==> config.mk <==
export PLATFORM = sky130hd
export DESIGN_NAME = ps2_scancode_rx
export DESIGN_NICKNAME = d
export VERILOG_FILES = /design/src/rtl/ps2_scancode_rx.sv
export SDC_FILE = /design/constraint.sdc
export NUM_CORES = 1
export LEC_CHECK = 0
export CAP_MARGIN = 5
export CORE_ASPECT_RATIO = 0.75
export CORE_UTILIZATION = 43
export CTS_CLUSTER_SIZE = 10
export DETAILED_ROUTE_END_ITERATION = 10
export PLACE_DENSITY = 0.57
export REMOVE_ABC_BUFFERS = 1
export SETUP_SLACK_MARGIN = 0.15
export SYNTH_ARGS = -nofsm -noshare
export SYNTH_HDL_FRONTEND = slang
export SYNTH_SLANG_ARGS = --single-unit
==> constraint.sdc <==
create_clock -name clk -period 2.1 [get_ports clk]
set_input_delay 0.21 -clock clk [delete_from_list [all_inputs] [get_ports clk]]
set_output_delay 0.21 -clock clk [all_outputs]
set_load 0.01 [all_outputs]
==> src/rtl/ps2_scancode_rx.sv <==
// PS/2 device-to-host receiver: filters the PS/2 clock, deserialises 11-bit frames and folds E0/F0 prefixes into flags.
// One-cycle kb_interrupt / frame_err strobe the cycle after the stop-bit sample; no backpressure, events are never queued.
module ps2_scancode_rx #(
  parameter int FILTER_LEN     = 8,
  parameter int TIMEOUT_CYCLES = 50000
) (
  input  logic       clk,
  input  logic       rst_n,
  input  logic       enable_rcv,
  input  logic       ps2clk_ext,
  input  logic       ps2data_ext,
  output logic       kb_interrupt,
  output logic [7:0] scancode,
  output logic       released,
  output logic       extended,
  output logic       frame_err
);

  localparam int FW = (FILTER_LEN > 1) ? $clog2(FILTER_LEN) : 1;
  localparam int TW = (TIMEOUT_CYCLES > 1) ? $clog2(TIMEOUT_CYCLES) : 1;

  typedef enum logic [1:0] {
    IDLE   = 2'd0,
    DATA   = 2'd1,
    PARITY = 2'd2,
    STOP   = 2'd3
  } state_t;

  logic          r_clk_s1, r_clk_s2;
  logic          r_dat_s1, r_dat_s2;
  logic          r_filt;
  logic [FW-1:0] r_fcnt;
  logic          r_fall;

  state_t        r_state;
  logic [2:0]    r_bitcnt;
  logic [7:0]    r_shift;
  logic          r_par;
  logic [TW-1:0] r_tcnt;
  logic          r_ext_pend, r_rel_pend;
  logic          r_kb_int, r_ferr;
  logic [7:0]    r_scancode;
  logic          r_released, r_extended;

  logic          w_valid;

  always_ff @(posedge clk or negedge rst_n) begin
    if (!rst_n) begin
      r_clk_s1 <= 1'b1;
      r_clk_s2 <= 1'b1;
      r_dat_s1 <= 1'b1;
      r_dat_s2 <= 1'b1;
    end else begin
      r_clk_s1 <= ps2clk_ext;
      r_clk_s2 <= r_clk_s1;
      r_dat_s1 <= ps2data_ext;
      r_dat_s2 <= r_dat_s1;
    end
  end

  // r_fcnt counts consecutive samples that disagree with the filtered level.
  always_ff @(posedge clk or negedge rst_n) begin
    if (!rst_n) begin
      r_filt <= 1'b1;
      r_fcnt <= '0;
      r_fall <= 1'b0;
    end else begin
      r_fall <= 1'b0;
      if (r_clk_s2 == r_filt) begin
        r_fcnt <= '0;
      end else if (r_fcnt == FW'(FILTER_LEN - 1)) begin
        r_filt <= r_clk_s2;
        r_fcnt <= '0;
        r_fall <= ~r_clk_s2;
      end else begin
        r_fcnt <= r_fcnt + 1'b1;
      end
    end
  end

  assign w_valid = r_dat_s2 & (^{r_shift, r_par});

  always_ff @(posedge clk or negedge rst_n) begin
    if (!rst_n) begin
      r_state    <= IDLE;
      r_bitcnt   <= 3'd0;
      r_shift    <= 8'h00;
      r_par      <= 1'b0;
      r_tcnt     <= '0;
      r_ext_pend <= 1'b0;
      r_rel_pend <= 1'b0;
      r_kb_int   <= 1'b0;
      r_ferr     <= 1'b0;
      r_scancode <= 8'h00;
      r_released <= 1'b0;
      r_extended <= 1'b0;
    end else begin
      r_kb_int <= 1'b0;
      r_ferr   <= 1'b0;
      if (!enable_rcv) begin
        r_state    <= IDLE;
        r_tcnt     <= '0;
        r_ext_pend <= 1'b0;
        r_rel_pend <= 1'b0;
      end else if (r_fall) begin
        r_tcnt <= '0;
        case (r_state)
          IDLE: begin
            if (!r_dat_s2) begin
              r_state  <= DATA;
              r_bitcnt <= 3'd0;
            end
          end
          DATA: begin
            r_shift <= {r_dat_s2, r_shift[7:1]};
            if (r_bitcnt == 3'd7) r_state <= PARITY;
            else                  r_bitcnt <= r_bitcnt + 3'd1;
          end
          PARITY: begin
            r_par   <= r_dat_s2;
            r_state <= STOP;
          end
          STOP: begin
            r_state <= IDLE;
            if (!w_valid) begin
              r_ferr     <= 1'b1;
              r_ext_pend <= 1'b0;
              r_rel_pend <= 1'b0;
            end else if (r_shift == 8'hE0) begin
              r_ext_pend <= 1'b1;
            end else if (r_shift == 8'hF0) begin
              r_rel_pend <= 1'b1;
            end else begin
              r_kb_int   <= 1'b1;
              r_scancode <= r_shift;
              r_released <= r_rel_pend;
              r_extended <= r_ext_pend;
              r_ext_pend <= 1'b0;
              r_rel_pend <= 1'b0;
            end
          end
          default: r_state <= IDLE;
        endcase
      end else if (r_state == IDLE) begin
        r_tcnt <= '0;
      end else if (r_tcnt == TW'(TIMEOUT_CYCLES - 1)) begin
        // A stalled partial frame is dropped along with any prefix it followed.
        r_state    <= IDLE;
        r_tcnt     <= '0;
        r_ext_pend <= 1'b0;
        r_rel_pend <= 1'b0;
      end else begin
        r_tcnt <= r_tcnt + 1'b1;
      end
    end
  end

  assign kb_interrupt = r_kb_int;
  assign frame_err    = r_ferr;
  assign scancode     = r_scancode;
  assign released     = r_released;
  assign extended     = r_extended;

endmodule

# Yosys cells after proc, flatten, opt, wreduce, memory -nomap -nowiden
# Index checks and enable logic that the tools add are counted.
[classes]
add_sub_neg = 3
eq_ne = 18
muxes = 42
bitwise = 5
reduce_logical = 11
[ops]
columns = ["op", "count"]
rows = [
  ["2-to-1 mux 16 bit", 4],
  ["2-to-1 mux 1 bit", 26],
  ["adder 16 x 1 -> 16 bit (second input constant)", 1],
  ["equality test 16 bit (second input constant)", 1],
  ["equality test 8 bit (second input constant)", 2],
  ["2-to-1 mux 2 bit", 6],
  ["2-to-1 mux 3 bit", 4],
  ["AND reduction 4 bit", 3],
  ["parity 9 bit", 1],
  ["inequality test 4 bit (second input constant)", 2],
  ["case mux 2 bit (4 select lines)", 1],
  ["adder 3 x 1 -> 3 bit (second input constant)", 2],
  ["equality test 3 bit (second input constant)", 2],
  ["inequality test 3 bit (second input constant)", 2],
  ["case mux 3 bit (2 select lines)", 1],
  ["AND reduction 3 bit", 2],
  ["AND reduction 6 bit", 1],
  ["inequality test 5 bit (second input constant)", 1],
  ["AND reduction 5 bit", 1],
  ["equality test 2 bit (second input constant)", 2],
  ["inequality test 2 bit (second input constant)", 2],
  ["inverter 1 bit", 4],
  ["inequality test 3 x 1 -> 1 bit (second input constant)", 1],
  ["inequality test 3 x 2 -> 1 bit (second input constant)", 1],
  ["other kinds (6)", 6],
]
[totals]
register_bits = 53
inputBits = 5

# Logic depth before layout (Yosys ltp)
# Gate-level depths: netlist of run 1.
[logic_depth]
ltp_word = 7
depth_mapped = 6
ltp_nobuf = 6

# Worst setup path before layout of run 1
# OpenSTA, ideal clock, no wires.
[synth_timing]
kind = "register to register"
startpoint = "register r_tcnt[7]"
endpoint = "register r_state[0]"
setup_ns = 0.079
arrival_time_ns = 1.861
required_time_ns = 2.021
path_slack_ns = 0.160
stages_incl_launch_ff = 5
path_buffers = 0
cell_sequence = "dfrtp_1 -> or4b_4 -> or4_4 -> a21oi_2 -> mux2i_1"
[synth_via]
elab_chain_len = 3
[synth_lines]
columns = ["item", "line", "text"]
rows = [
  ["start, declared", "39", "logic [TW-1:0] r_tcnt;"],
  ["start signal, assigned", "153", "r_tcnt <= r_tcnt + 1'b1;"],
  ["equality test 16 bit", "146", "end else if (r_tcnt == TW'(TIMEOUT_CYCLES - 1)) begin"],
  ["inequality test 3 x 1 -> 1 bit (no source line)", "--", ""],
  ["AND reduction 4 bit (no source line)", "--", ""],
  ["end signal, assigned", "124", "r_state <= IDLE;"],
  ["end signal, assigned", "142", "default: r_state <= IDLE;"],
  ["end signal, assigned", "148", "r_state <= IDLE;"],
  ["end, declared", "35", "state_t r_state;"],
]
# No other way between the ends.
# A chain may end at the register's enable or synchronous reset.

# Final worst setup path of run 1
[layout_timing]
startpoint = "register r_shift[2]"
endpoint = "register r_scancode[6] (netlist: scancode[6])"
[layout_via]
elab_chain_len = 3
[layout_lines]
columns = ["item", "line", "text"]
rows = [
  ["start, declared", "37", "logic [7:0] r_shift;"],
  ["start signal, assigned", "115", "r_shift <= {r_dat_s2, r_shift[7:1]};"],
  ["parity 9 bit (tied with other cells)", "81", "assign w_valid = r_dat_s2 & (^{r_shift, r_par});"],
  ["AND 1 bit / inverter 1 bit (equally long branches)", "--", ""],
  ["AND reduction 6 bit (no source line) *", "--", ""],
  ["end signal, assigned", "135", "r_scancode <= r_shift;"],
  ["end, declared", "42", "logic [7:0] r_scancode;"],
]
# Every way passes the cells marked *; elsewhere a longest branch is shown, timed or not.

==> metrics.txt, run 1 <==
Port-buffer cells 16; ANT nets after route 0; Die H between 60 and 70 um; Switching Power 401 uW; clk buf depth 2; yosys warns 0; WP data required ~2.3 ns; Root Buffer clkbuf_8; cell area after synthesis ~2500 um^2; GR Util All Layers 0.177; final hold vios 0; number of diodes 0; fmax roughly 510 MHz; WL final around 5 mm; critical path class reg -> reg; number of synthesized flops with an enable pin 0; Worst Setup Slack, final 0.153 ns; Cells after Synth 209; Sw Share 0.230; number of global-route vias before repair 1686; top post-synthesis cells by area dfrtp_1 47%, mux2_2 8.8%, dfstp_2 5.2%; flip-flop and latch count after synthesis between 50 and 60; GP Congestion a little over 0.8; first-pass GRT wire length approximately 8.4 mm; layout cell share with drive strength beyond 1 0.302; TritonCTS buffer count 5; Top delay family on crit path XOR/XNOR gates; register area share after synthesis 0.523; Via density 5.32; Iteration-0 DRC Markers between 50 and 60; Final Instance Area roughly 3100 um^2; Final Setup Violations 0; worst stage delay on the critical path around 0.48 ns; DRC 0; Least-Margin Pin Slew ~0.66 ns; R2R depth 5; Pleak 0.00136 uW; status complete, no violations; CTS tree done; IO Pins 17; Initial Util 0.461; total die area 6240 um^2; HP Class in -> async; placed inst area ~2900 um^2; asr flop ratio synth 1.00; Clock Latency Late Sink 0.31 ns; Setup Skew ~0.0077 ns; final core utilization 0.565; area of the multi-input gates 1260 um^2; Worst Setup End Kind flip-flop; main flop type after synthesis dfrtp_1; number of cell rows 23; unrepaired setup endpoints after global routing yes; Int Pwr approximately 1300 uW; sequential share of power 0.622; crit start category flip-flop; WP depth 5; Max Slew Vio Count 0; Relative slew margins 0.562; WL/cell 15.6 um; hold buffers post-CTS 0; Worst Path Arrival around 2.2 ns; Yosys top cell by area dfrtp_1; initial antenna violation count 0; DRT Pass-1 Iters 4; Sequential Area around 1300 um^2; htree depth 2; fill count between 400 and 500; Final Instance Count excl. Fillers 323; largest net degree at the start of global routing 54; R2R Setup Slk 0.15 ns; CP max stage cell xnor3_2; final layout net count 262; buffers plus inverters on the worst setup path 1; synthesized area per cell about 12 um^2; Tcrit/Tclk final 0.927; crit path max fanout 5; Max VDD drop between 0.4 and 0.5 mV; Synth-to-Final Area Change 22.6%; Reg clk slew, reported paths 0.10 ns; MaxCap Viol Count 0; top cell type's share of synthesized area 0.472; clock sinks 53; WHS roughly 0.0037 ns; routed vias around 1700; placed insts around 310; dpl ws between 0.08 and 0.09 ns; grt ovf 0; Distinct cells, synth 44; Clk network pwr share 0.324; PwrDens ~560 nW/um^2; die width approximately 90 um; logic gate share of total power 0.055; core area between 5000 and 6000 um^2; cell chain of the critical path xor2_1, xnor3_2, mux2i_4, buf_6, mux2_2; clock period minus worst slack 1.95 ns; detailed placement HPWL between 3 and 4 mm
==> kinds of logic (layout without fill, tap and decap cells) <==
| logic type | Yosys count | after routing | synth area share |
|---|---|---|---|
| buffers and inverters | 14 | 53 | 0.0226 |
| and+or+nand+nor | 66 | 66 | 0.150 |
| xor gates and xnor gates | 18 | 18 | 0.0786 |
| adders and majority gates | 10 | 10 | 0.0491 |
| muxes | 26 | 26 | 0.112 |
| AOI/OAI and AO/OA | 22 | 22 | 0.0639 |
| DFF | 53 | 53 | 0.523 |
==> registers in the layout (all words and copies together) (netlist names), 2 cells and up <==
signal and cells:
r_tcnt 16, r_bitcnt 3, scancode 8, r_fcnt 3, r_shift 8, r_state 2
==> power by group through the flow <==
stage                     clock, uW  combinational [uW]  sequential, uW
after global placement            0                91.0            1100
final                           565                95.3            1090
after global routing            628                 114            1090
after floorplan                   0                54.7            1100
after detailed placement          0                96.2            1100
after CTS                       582                95.9            1090
==> through the flow <==
stage | setup TNS [ns] | power (uW)
global route | 0 | 1830
global placement | 0 | 1190
detailed placement | 0 | 1200
CTS | 0 | 1760
floorplan | -0.881 | 1150
finish | 0 | 1750
==> cells in the final DEF, fill, tap and decap left out, drive strengths merged, types with 3 or more instances in the layout <==
master         Yosys  layout
nor2              15      15
nor2b              3       3
or3                4       4
mux2i              5       5
clkdlybuf4s50      0      15
o21ai              6       6
dfstp              5       5
nand2              8       8
dfrtp             48      48
mux2              21      21
buf                2      22
nand4              4       4
nand3             10      10
clkbuf             4       6
ha                10      10
xor2               6       6
and3               4       4
xnor2              9       9
nor3               3       3
inv                8       8
a21oi              7       7
==> worst reg2reg max path: stages, from the launching register on <==
cell	delay, ns
dfrtp_1	0.42
xor2_1	0.18
xnor3_2	0.48
mux2i_4	0.24
buf_6	0.17
mux2_2	0.34
==> cells in the mapped netlist (2+ instances only) <==
cell type	n
nand2_1	8
nand4bb_1	2
nor3_1	3
nand3_1	10
ha_1	10
nor2b_1	3
dfstp_2	5
o21ai_0	6
nor2_1	15
a32oi_1	2
or3_1	4
inv_1	8
and3_1	3
and3b_1	2
xor2_1	6
mux2_2	20
dfrtp_1	48
o2111ai_1	2
nand4b_1	2
nand4_1	4
mux2i_1	5
clkbuf_1	4
xnor2_1	9
a21oi_1	6
o211ai_1	2
xnor3_1	2
==> routing by layer <==
layer  track usage  wire length, um  vias to the layer above  part of all wire
li1              -                -                      825                 -
met1         0.250             2610                      869              0.52
met2         0.283             2270                       20              0.45
met3        0.0340              124                        4             0.025
met4        0.0476               43                        0            0.0085
met5             0                0                        -                 0
==> repair_timing <==
item	4_1_cts	5_1_grt
cloned	1	0
resized for setup	11	16
pin swaps	1	4
endpoints found under the setup margin	12	14
setup buffers	6	3
==> final timing paths <==
| path | startpoint | endpoint |
|---|---|---|
| worst max-delay path | r_shift[2]$_DFFE_PN0P_ | scancode[6]$_DFFE_PN0P_ |
| worst min-delay path | rst_n | r_bitcnt[2]$_DFFE_PN0P_ |
| worst max register to register | r_shift[2]$_DFFE_PN0P_ | scancode[6]$_DFFE_PN0P_ |
| worst min register to register | r_clk_s1$_DFF_PN1_ | r_clk_s2$_DFF_PN1_ |
| max in group asynchronous | rst_n | r_shift[3]$_DFFE_PN0P_ |
| min in group clk | ps2data_ext | r_dat_s1$_DFF_PN1_ |
==> area by class of cell <==
class                   instances  share of cell area
inverters                       8             0.00961
clock inverters                 2             0.00481
clock buffers                   6              0.0232
multi-input cells             142               0.402
flip-flops and latches         53               0.428
repair buffers                 37               0.103
well taps                      75              0.0300
Power figures use the tool's default switching activity.
==> run 2, diff against run 1 <==
--- a/config.mk
+++ b/config.mk
@@ -10,6 +10,7 @@
 export CORE_UTILIZATION = 43
 export CTS_CLUSTER_SIZE = 10
 export DETAILED_ROUTE_END_ITERATION = 10
+export GPL_ROUTABILITY_DRIVEN = 0
 export PLACE_DENSITY = 0.57
 export REMOVE_ABC_BUFFERS = 1
 export SETUP_SLACK_MARGIN = 0.15
==> results of run 2 <==
Final layout, timing and power as in run 1 (identical DEF).
